## src/rtl/seq_detect_prog.sv

```systemverilog
// seq_detect_prog: programmable multi-pattern serial sequence detector.
// Compares the most recent qualified bits against NUM_PAT runtime-loadable
// patterns (up to MAX_LEN bits each) and emits a registered one-cycle pulse
// per slot on a match. Overlapping/non-overlapping detection is selectable.
// Optional feature: define SEQDET_MATCH_CNT_EN to build the saturating
// match counter; otherwise match_cnt is tied to 0 and cnt_clr is ignored.
module seq_detect_prog #(
    parameter int MAX_LEN = 8,
    parameter int NUM_PAT = 2,
    parameter int CNT_W   = 8,
    localparam int LW = $clog2(MAX_LEN + 1),
    localparam int IW = (NUM_PAT > 1) ? $clog2(NUM_PAT) : 1
) (
    input  logic               clk,
    input  logic               rstn,
    input  logic               x,
    input  logic               x_valid,
    input  logic               overlap,
    input  logic               cfg_we,
    input  logic [IW-1:0]      cfg_idx,
    input  logic [MAX_LEN-1:0] cfg_pat,
    input  logic [LW-1:0]      cfg_len,
    input  logic               cnt_clr,
    output logic [NUM_PAT-1:0] y,
    output logic               y_any,
    output logic [CNT_W-1:0]   match_cnt
);

    // Reset-time slot contents: slot 0 detects 110, slot 1 detects 101.
    localparam logic [15:0]   RST_PAT0 = 16'b110;
    localparam logic [15:0]   RST_PAT1 = 16'b101;
    localparam logic [LW-1:0] RST_LEN  = LW'((MAX_LEN < 3) ? MAX_LEN : 3);
    localparam logic [LW-1:0] LEN_MAX  = LW'(MAX_LEN);

    // The oldest history bit is shifted out before it can ever be compared,
    // so only MAX_LEN-1 bits are stored; hist_nxt is the full MAX_LEN window.
    logic [MAX_LEN-2:0] hist;
    logic [MAX_LEN-1:0] hist_nxt;

    logic [MAX_LEN-1:0] pat   [NUM_PAT];
    logic [LW-1:0]      len   [NUM_PAT];
    logic [LW-1:0]      seen  [NUM_PAT];
    logic [MAX_LEN-1:0] masks [NUM_PAT];

    logic [NUM_PAT-1:0] wr_sel;
    logic [NUM_PAT-1:0] match;
    logic [LW-1:0]      len_clamped;

    assign hist_nxt = {hist, x};

    // Decode the slot write and clamp the requested pattern length.
    always_comb begin
        len_clamped = (cfg_len > LEN_MAX) ? LEN_MAX : cfg_len;
        wr_sel      = '0;
        for (int unsigned i = 0; i < NUM_PAT; i++) begin
            wr_sel[i] = cfg_we && (cfg_idx == IW'(i));
        end
    end

    // Build a per-slot mask selecting the low len bits of the window.
    always_comb begin
        for (int unsigned i = 0; i < NUM_PAT; i++) begin
            masks[i] = '0;
            for (int unsigned b = 0; b < MAX_LEN; b++) begin
                masks[i][b] = (LW'(b) < len[i]);
            end
        end
    end

    // Evaluate every slot against the window that includes the incoming bit.
    always_comb begin
        match = '0;
        for (int unsigned i = 0; i < NUM_PAT; i++) begin
            match[i] = x_valid
                    && (len[i] != '0)
                    && (({1'b0, seen[i]} + 1'b1) >= {1'b0, len[i]})
                    && (((hist_nxt ^ pat[i]) & masks[i]) == '0)
                    && !wr_sel[i];
        end
    end

    // History shift, slot configuration, seen counters and match outputs.
    always_ff @(posedge clk or negedge rstn) begin
        if (!rstn) begin
            hist  <= '0;
            y     <= '0;
            y_any <= 1'b0;
            for (int unsigned i = 0; i < NUM_PAT; i++) begin
                seen[i] <= '0;
                if (i == 0) begin
                    pat[i] <= RST_PAT0[MAX_LEN-1:0];
                    len[i] <= RST_LEN;
                end else if (i == 1) begin
                    pat[i] <= RST_PAT1[MAX_LEN-1:0];
                    len[i] <= RST_LEN;
                end else begin
                    pat[i] <= '0;
                    len[i] <= '0;
                end
            end
        end else begin
            if (x_valid) begin
                hist <= hist_nxt[MAX_LEN-2:0];
            end
            for (int unsigned i = 0; i < NUM_PAT; i++) begin
                if (wr_sel[i]) begin
                    pat[i]  <= cfg_pat;
                    len[i]  <= len_clamped;
                    seen[i] <= '0;
                end else if (x_valid) begin
                    if (match[i] && !overlap) begin
                        seen[i] <= '0;
                    end else if (seen[i] < len[i]) begin
                        seen[i] <= seen[i] + 1'b1;
                    end
                end
            end
            y     <= match;
            y_any <= |match;
        end
    end

`ifdef SEQDET_MATCH_CNT_EN
    logic [CNT_W-1:0] cnt;

    // Saturating count of edges with at least one slot match; clear wins.
    always_ff @(posedge clk or negedge rstn) begin
        if (!rstn) begin
            cnt <= '0;
        end else if (cnt_clr) begin
            cnt <= '0;
        end else if ((|match) && (cnt != '1)) begin
            cnt <= cnt + 1'b1;
        end
    end

    assign match_cnt = cnt;
`else
    logic unused_cnt_clr;

    assign unused_cnt_clr = cnt_clr;
    assign match_cnt      = '0;
`endif

endmodule

```

## config.mk

```make
export PLATFORM = sky130hd
export DESIGN_NAME = seq_detect_prog
export DESIGN_NICKNAME = d
export VERILOG_FILES = /design/src/rtl/seq_detect_prog.sv
export SDC_FILE = /design/constraint.sdc
export NUM_CORES = 1
export LEC_CHECK = 0
export ABC_AREA = 1
export ABC_CLOCK_PERIOD_IN_PS = 2100
export CAP_MARGIN = 20
export CELL_PAD_IN_SITES_DETAIL_PLACEMENT = 1
export CELL_PAD_IN_SITES_GLOBAL_PLACEMENT = 1
export CORE_ASPECT_RATIO = 0.75
export CORE_UTILIZATION = 40
export CTS_CLUSTER_DIAMETER = 30
export DETAILED_ROUTE_END_ITERATION = 6
export PLACE_DENSITY = 0.83
export SETUP_SLACK_MARGIN = 0.1
export SKIP_CTS_REPAIR_TIMING = 1
export SLEW_MARGIN = 20
export SYNTH_ARGS = -nofsm -noshare
export SYNTH_HDL_FRONTEND = slang
export SYNTH_SLANG_ARGS = --single-unit
```

## constraint.sdc

```tcl
create_clock -name clk -period 2.1 [get_ports clk]
set_input_delay 0.315 -clock clk [delete_from_list [all_inputs] [get_ports clk]]
set_output_delay 0.315 -clock clk [all_outputs]
set_load 0.02 [all_outputs]
```

# Word level (Yosys, flattened, before mapping)

Index checks and enable logic that the tools add are counted.

Output and inout bits: 11
Flip-flop bits (word level): 42

Add/sub/neg operators: 4
Bitwise gates (word level): 5
Muxes and demuxes: 9
Reductions and logical operators: 26
Order comparisons: 21

Operators with widths:

| kind                | count |
|---|---|
| $mux 4              | 9 |
| $lt 3x4->1 const A  | 8 |
| $and 8x8->8         | 2 |
| $logic_not 8->1     | 2 |
| $lt 1x4->1 const A  | 4 |
| $lt 2x4->1 const A  | 4 |
| $xor 8x8->8         | 2 |
| $logic_and 1x1->1   | 12 |
| $add 4x1->5 const B | 2 |
| $ge 5x4->1          | 2 |
| $add 4x1->4 const B | 2 |
| $lt 4x4->1          | 2 |
| $reduce_bool 4->1   | 2 |
| $reduce_bool 3->1   | 2 |
| $gt 4x4->1 const B  | 1 |
| $reduce_and 2->1    | 2 |
| $reduce_bool 2->1   | 2 |
| $logic_not 1->1     | 3 |
| $reduce_or 2->1     | 1 |
| $not 1->1           | 1 |

# Logic depth before layout (Yosys ltp)

Depth in word-level cells: 9
Gate-level depth with buffers: 14
Gate-level depth less buffers: 14

# Worst setup path after synthesis

No wires, ideal clock.

Kind: reg-to-reg
From: register seen[0] (netlist bit)
To: register seen[0] (netlist bit)
Arrival: 1.802 ns
Stages on the path, launching flop included: 15
Setup slack: 0.180 ns
Library setup time: 0.118 ns
Cells stage by stage: dfrtp_1 > ha_1 > xor2_1 > ha_1 > nand2_1 > nand2_1 > nand2_1 > nand3_1 > nor2_1 > nor2_2 > nand3_4 > nand3_4 > nand2_4 > nand2_1 > nand2_1

Cells in the longest elaborated chain, start to end: 9
Elaborated cells between the ends (all ways): 14
Classes of those cells: add/sub: 2; order compare: 2; mux: 4; reduce/logical: 6

Ends and longest elaborated chain:

| element                          | RTL line | RTL |
|---|---|---|
| start: declaration               | 42       | `logic [LW-1:0] seen [NUM_PAT];` |
| start signal: indexed assignment | 114      | `seen[i] <= seen[i] + 1'b1;` |
| $add 4x1->5                      | 76       | `&& (({1'b0, seen[i]} + 1'b1) >= {1'b0, len[i]})` |
| $ge 5x4->1                       | 76       |  |
| $logic_and 1x1->1                | 76       |  |
| $logic_and 1x1->1                | 77       | `&& (((hist_nxt ^ pat[i]) & masks[i]) == '0)` |
| $logic_and 1x1->1                | 78       | `&& !wr_sel[i];` |
| $logic_and 1x1->1                | 111      | `if (match[i] && !overlap) begin` |
| $mux 4                           | 111      |  |
| $mux 4                           | 110      | `end else if (x_valid) begin` |
| $mux 4                           | 106      | `if (wr_sel[i]) begin` |

Several ways; a longest one is shown, not always the timed one. The select of a mux whose other input is x is not followed.
A chain may end at the register's enable or synchronous reset.

# Worst setup path in the final report

From: register seen[1] (netlist bit)
To: register seen[2] (netlist bit)

The elaborated chain is that of the path after synthesis.

==> summary.txt <==
fin util = 51.6%
worst reg-to-reg path cell count = 12
gpl congestion = 0.855
Tot GR Track Use = 21.8%
mapped cell area = 2680 um^2
global-route wire length before repair = 11700 um
Max Freq = 0.455 GHz
Final Hold Violating Endpoints = 0
drt via density = 4.87
Leak = 1.72 nW
reg-to-reg setup timing slack = -100 ps
share of layout cells above drive strength 1 = 20.0%
Initial DRC Count = 81
Synth-to-Final Area Change = 22.8%
final wirelength = 7070 um
Tcrit/Tclk final = 105%
number of antenna diodes = 0
required time worst endpoint = 2330 ps
syn avg cell area = 7.49 um^2
Yosys Warn Count = 0
initial antenna violation count = 0
r2r endpoint = seen[2]$_DFFE_PN0P_
clk root buf = clkbuf_8
vias in the first global route = 2436
H-tree depth = 2
CTS Buffer Depth = 2
Worst-Skew Late Latency = 300 ps
VDD IR-drop max = 502 uV
layout net count = 437
max_slew headroom = 62.3%
Reg clk slew, reported paths = 80 ps
drt first pass iters = 4
Setup crit end kind = flop
Hold WS = 84.0 ps
critical path arrival = 2430 ps
register bit total from synthesis = 42
worst-case clock skew = 6.99 ps
Final Power = 3.11 mW
die height = 72.9 um
Period minus WS final = 2200 ps
placed cells = 462
final setup fails = 4
leading cell type in the layout, fill and taps excluded = nand2_1
IO Port Bufs = 21
Worst setup SP type = flop
Die ar. = 7040 um^2
Slew @ Worst Pin = 566 ps
Finished Layout Cells = 481
dpl hpwl = 5150 um
critical path type = reg2reg
Power Density = 945 nW/um^2
Vias = 2342
Max FO, Critical Path = 6
Post-Syn Instances = 358
Worst Hold Class = in2async
num rows = 25
CTS tree = yes
wire per inst = 14.7 um
FF-to-FF Start = seen[1]$_DFFE_PN0P_
worst setup margin = -97.7 ps
CTS buffer count = 5
RSZ-0062 raised after global routing = yes
floorplan core area = 6380 um^2
worst slack at placement = -12.3 ps
clk sink count = 42
Final ANT Viol Nets = 0
global route overflow = 0
max-slew violation count = 0
sequential share of the synthesized area = 39.6%
# IOs = 31
status = finished with violations
most frequent cells in the layout = nand2_1 (108), inv_1 (49), o21ai_0 (33), dfrtp_1 (32), clkdlybuf4s50_1 (20)
Initial Util = 42.0%
post-synth cell types = 29
Die Width = 96.5 um
largest net degree at the start of global routing = 43
Max Cap Viol = 0
DRC errors left = 0
failing checks = negative setup slack
## metrics by stage
step                      instance area (um^2)  TNS [ps]
after global routing                      3290      -861
after global placement                    3000         0
after detailed placement                  3000     -25.8
final                                     3290      -298
after floorplan                           2710         0
after CTS                                 3080      -142
## final cells by class
| cell class | count | area, um^2 |
|---|---|---|
| fillers | 813 | 3090 |
| multi-input cells | 255 | 1480 |
| flip-flops and latches | 42 | 1060 |
| repair buffers | 40 | 359 |
| inverters | 55 | 206 |
| well taps | 81 | 101 |
| clock buffers | 8 | 80.1 |
## worst max-delay path by stage
stage	start	to	slack [ps]	cells after the start
2_1_floorplan	seen[0]$_DFFE_PN0P_	seen[0]$_DFFE_PN0P_	180	14
3_3_place_gp	seen[0]$_DFFE_PN0P_	seen[3]$_DFFE_PN0P_	90	14
3_5_place_dp	seen[4]$_DFFE_PN0P_	seen[6]$_DFFE_PN0P_	-10	12
4_1_cts	seen[4]$_DFFE_PN0P_	seen[6]$_DFFE_PN0P_	-30	12
5_1_grt	seen[1]$_DFFE_PN0P_	seen[2]$_DFFE_PN0P_	-190	13
6_report	seen[1]$_DFFE_PN0P_	seen[2]$_DFFE_PN0P_	-100	12
## layer usage
| layer | wire length [um] | vias to the layer above | global-route usage, % |
|---|---|---|---|
| li1 | - | 1174 | - |
| met1 | 3280 | 1120 | 29.4 |
| met2 | 3480 | 34 | 36.1 |
| met3 | 215 | 14 | 3.85 |
| met4 | 99 | 0 | 5.88 |
| met5 | 0 | - | 0 |
## power by group
group	leakage, nW	total (mW)	switching (mW)	internal, mW
Clock	0.0395	0.518	0.281	0.237
Combinational	1.16	1.46	0.810	0.652
Sequential	0.513	1.13	0.168	0.963
## cell usage after synthesis
| library cell | n | area [um^2] |
|---|---|---|
| buf_4 | 8 | 60.1 |
| inv_2 | 3 | 11.3 |
| nand2_1 | 119 | 447 |
| xnor2_1 | 1 | 8.76 |
| nand2_2 | 3 | 18.8 |
| nand3_2 | 3 | 30.0 |
| nor2_4 | 3 | 33.8 |
| nor2_1 | 18 | 67.6 |
| o21ai_0 | 33 | 165 |
| a21oi_2 | 2 | 17.5 |
| conb_1 | 1 | 3.75 |
| nand3_1 | 16 | 80.1 |
| inv_1 | 49 | 184 |
| or2_1 | 2 | 12.5 |
| nand3_4 | 2 | 35.0 |
| nand4_1 | 1 | 6.26 |
| dfrtp_1 | 34 | 851 |
| clkinv_1 | 3 | 11.3 |
| nand2_4 | 2 | 22.5 |
| nor2_2 | 4 | 25.0 |
| a21oi_1 | 8 | 40.0 |
| o21bai_1 | 1 | 7.51 |
| clkbuf_1 | 5 | 18.8 |
| xor2_1 | 7 | 61.3 |
| o211ai_1 | 1 | 7.51 |
| nand3b_1 | 1 | 7.51 |
| ha_1 | 18 | 225 |
| o22ai_1 | 2 | 12.5 |
| dfstp_2 | 8 | 210 |
## cell families (layout without fill, tap and decap cells)
| logic type | count (synthesis) | in the layout | synth area share (%) |
|---|---|---|---|
| flops | 42 | 42 | 39.6 |
| compound gates | 47 | 47 | 9.33 |
| other cells | 1 | 8 | 0.140 |
| simple gates | 174 | 174 | 29.3 |
| xor+xnor | 8 | 8 | 2.61 |
| fa+ha+maj | 18 | 18 | 8.40 |
| buf+inv | 68 | 103 | 10.6 |
## flip-flops by register name (all words and copies together) (netlist names)
signal and count:
y 2, hist 7, len 8, pat 16
seen 8, y_any 1
## worst max-delay path, stage by stage (launching register included)
cell	delay, ps
dfrtp_1	430
buf_6	150
nand3_4	80
xnor2_2	170
ha_1	310
nand4_1	120
nor2_2	130
nor2_2	50
nor2_2	160
nand3_4	140
a21oi_1	210
nand2_1	100
nand2_1	80
(Power assumes the default switching activity.)
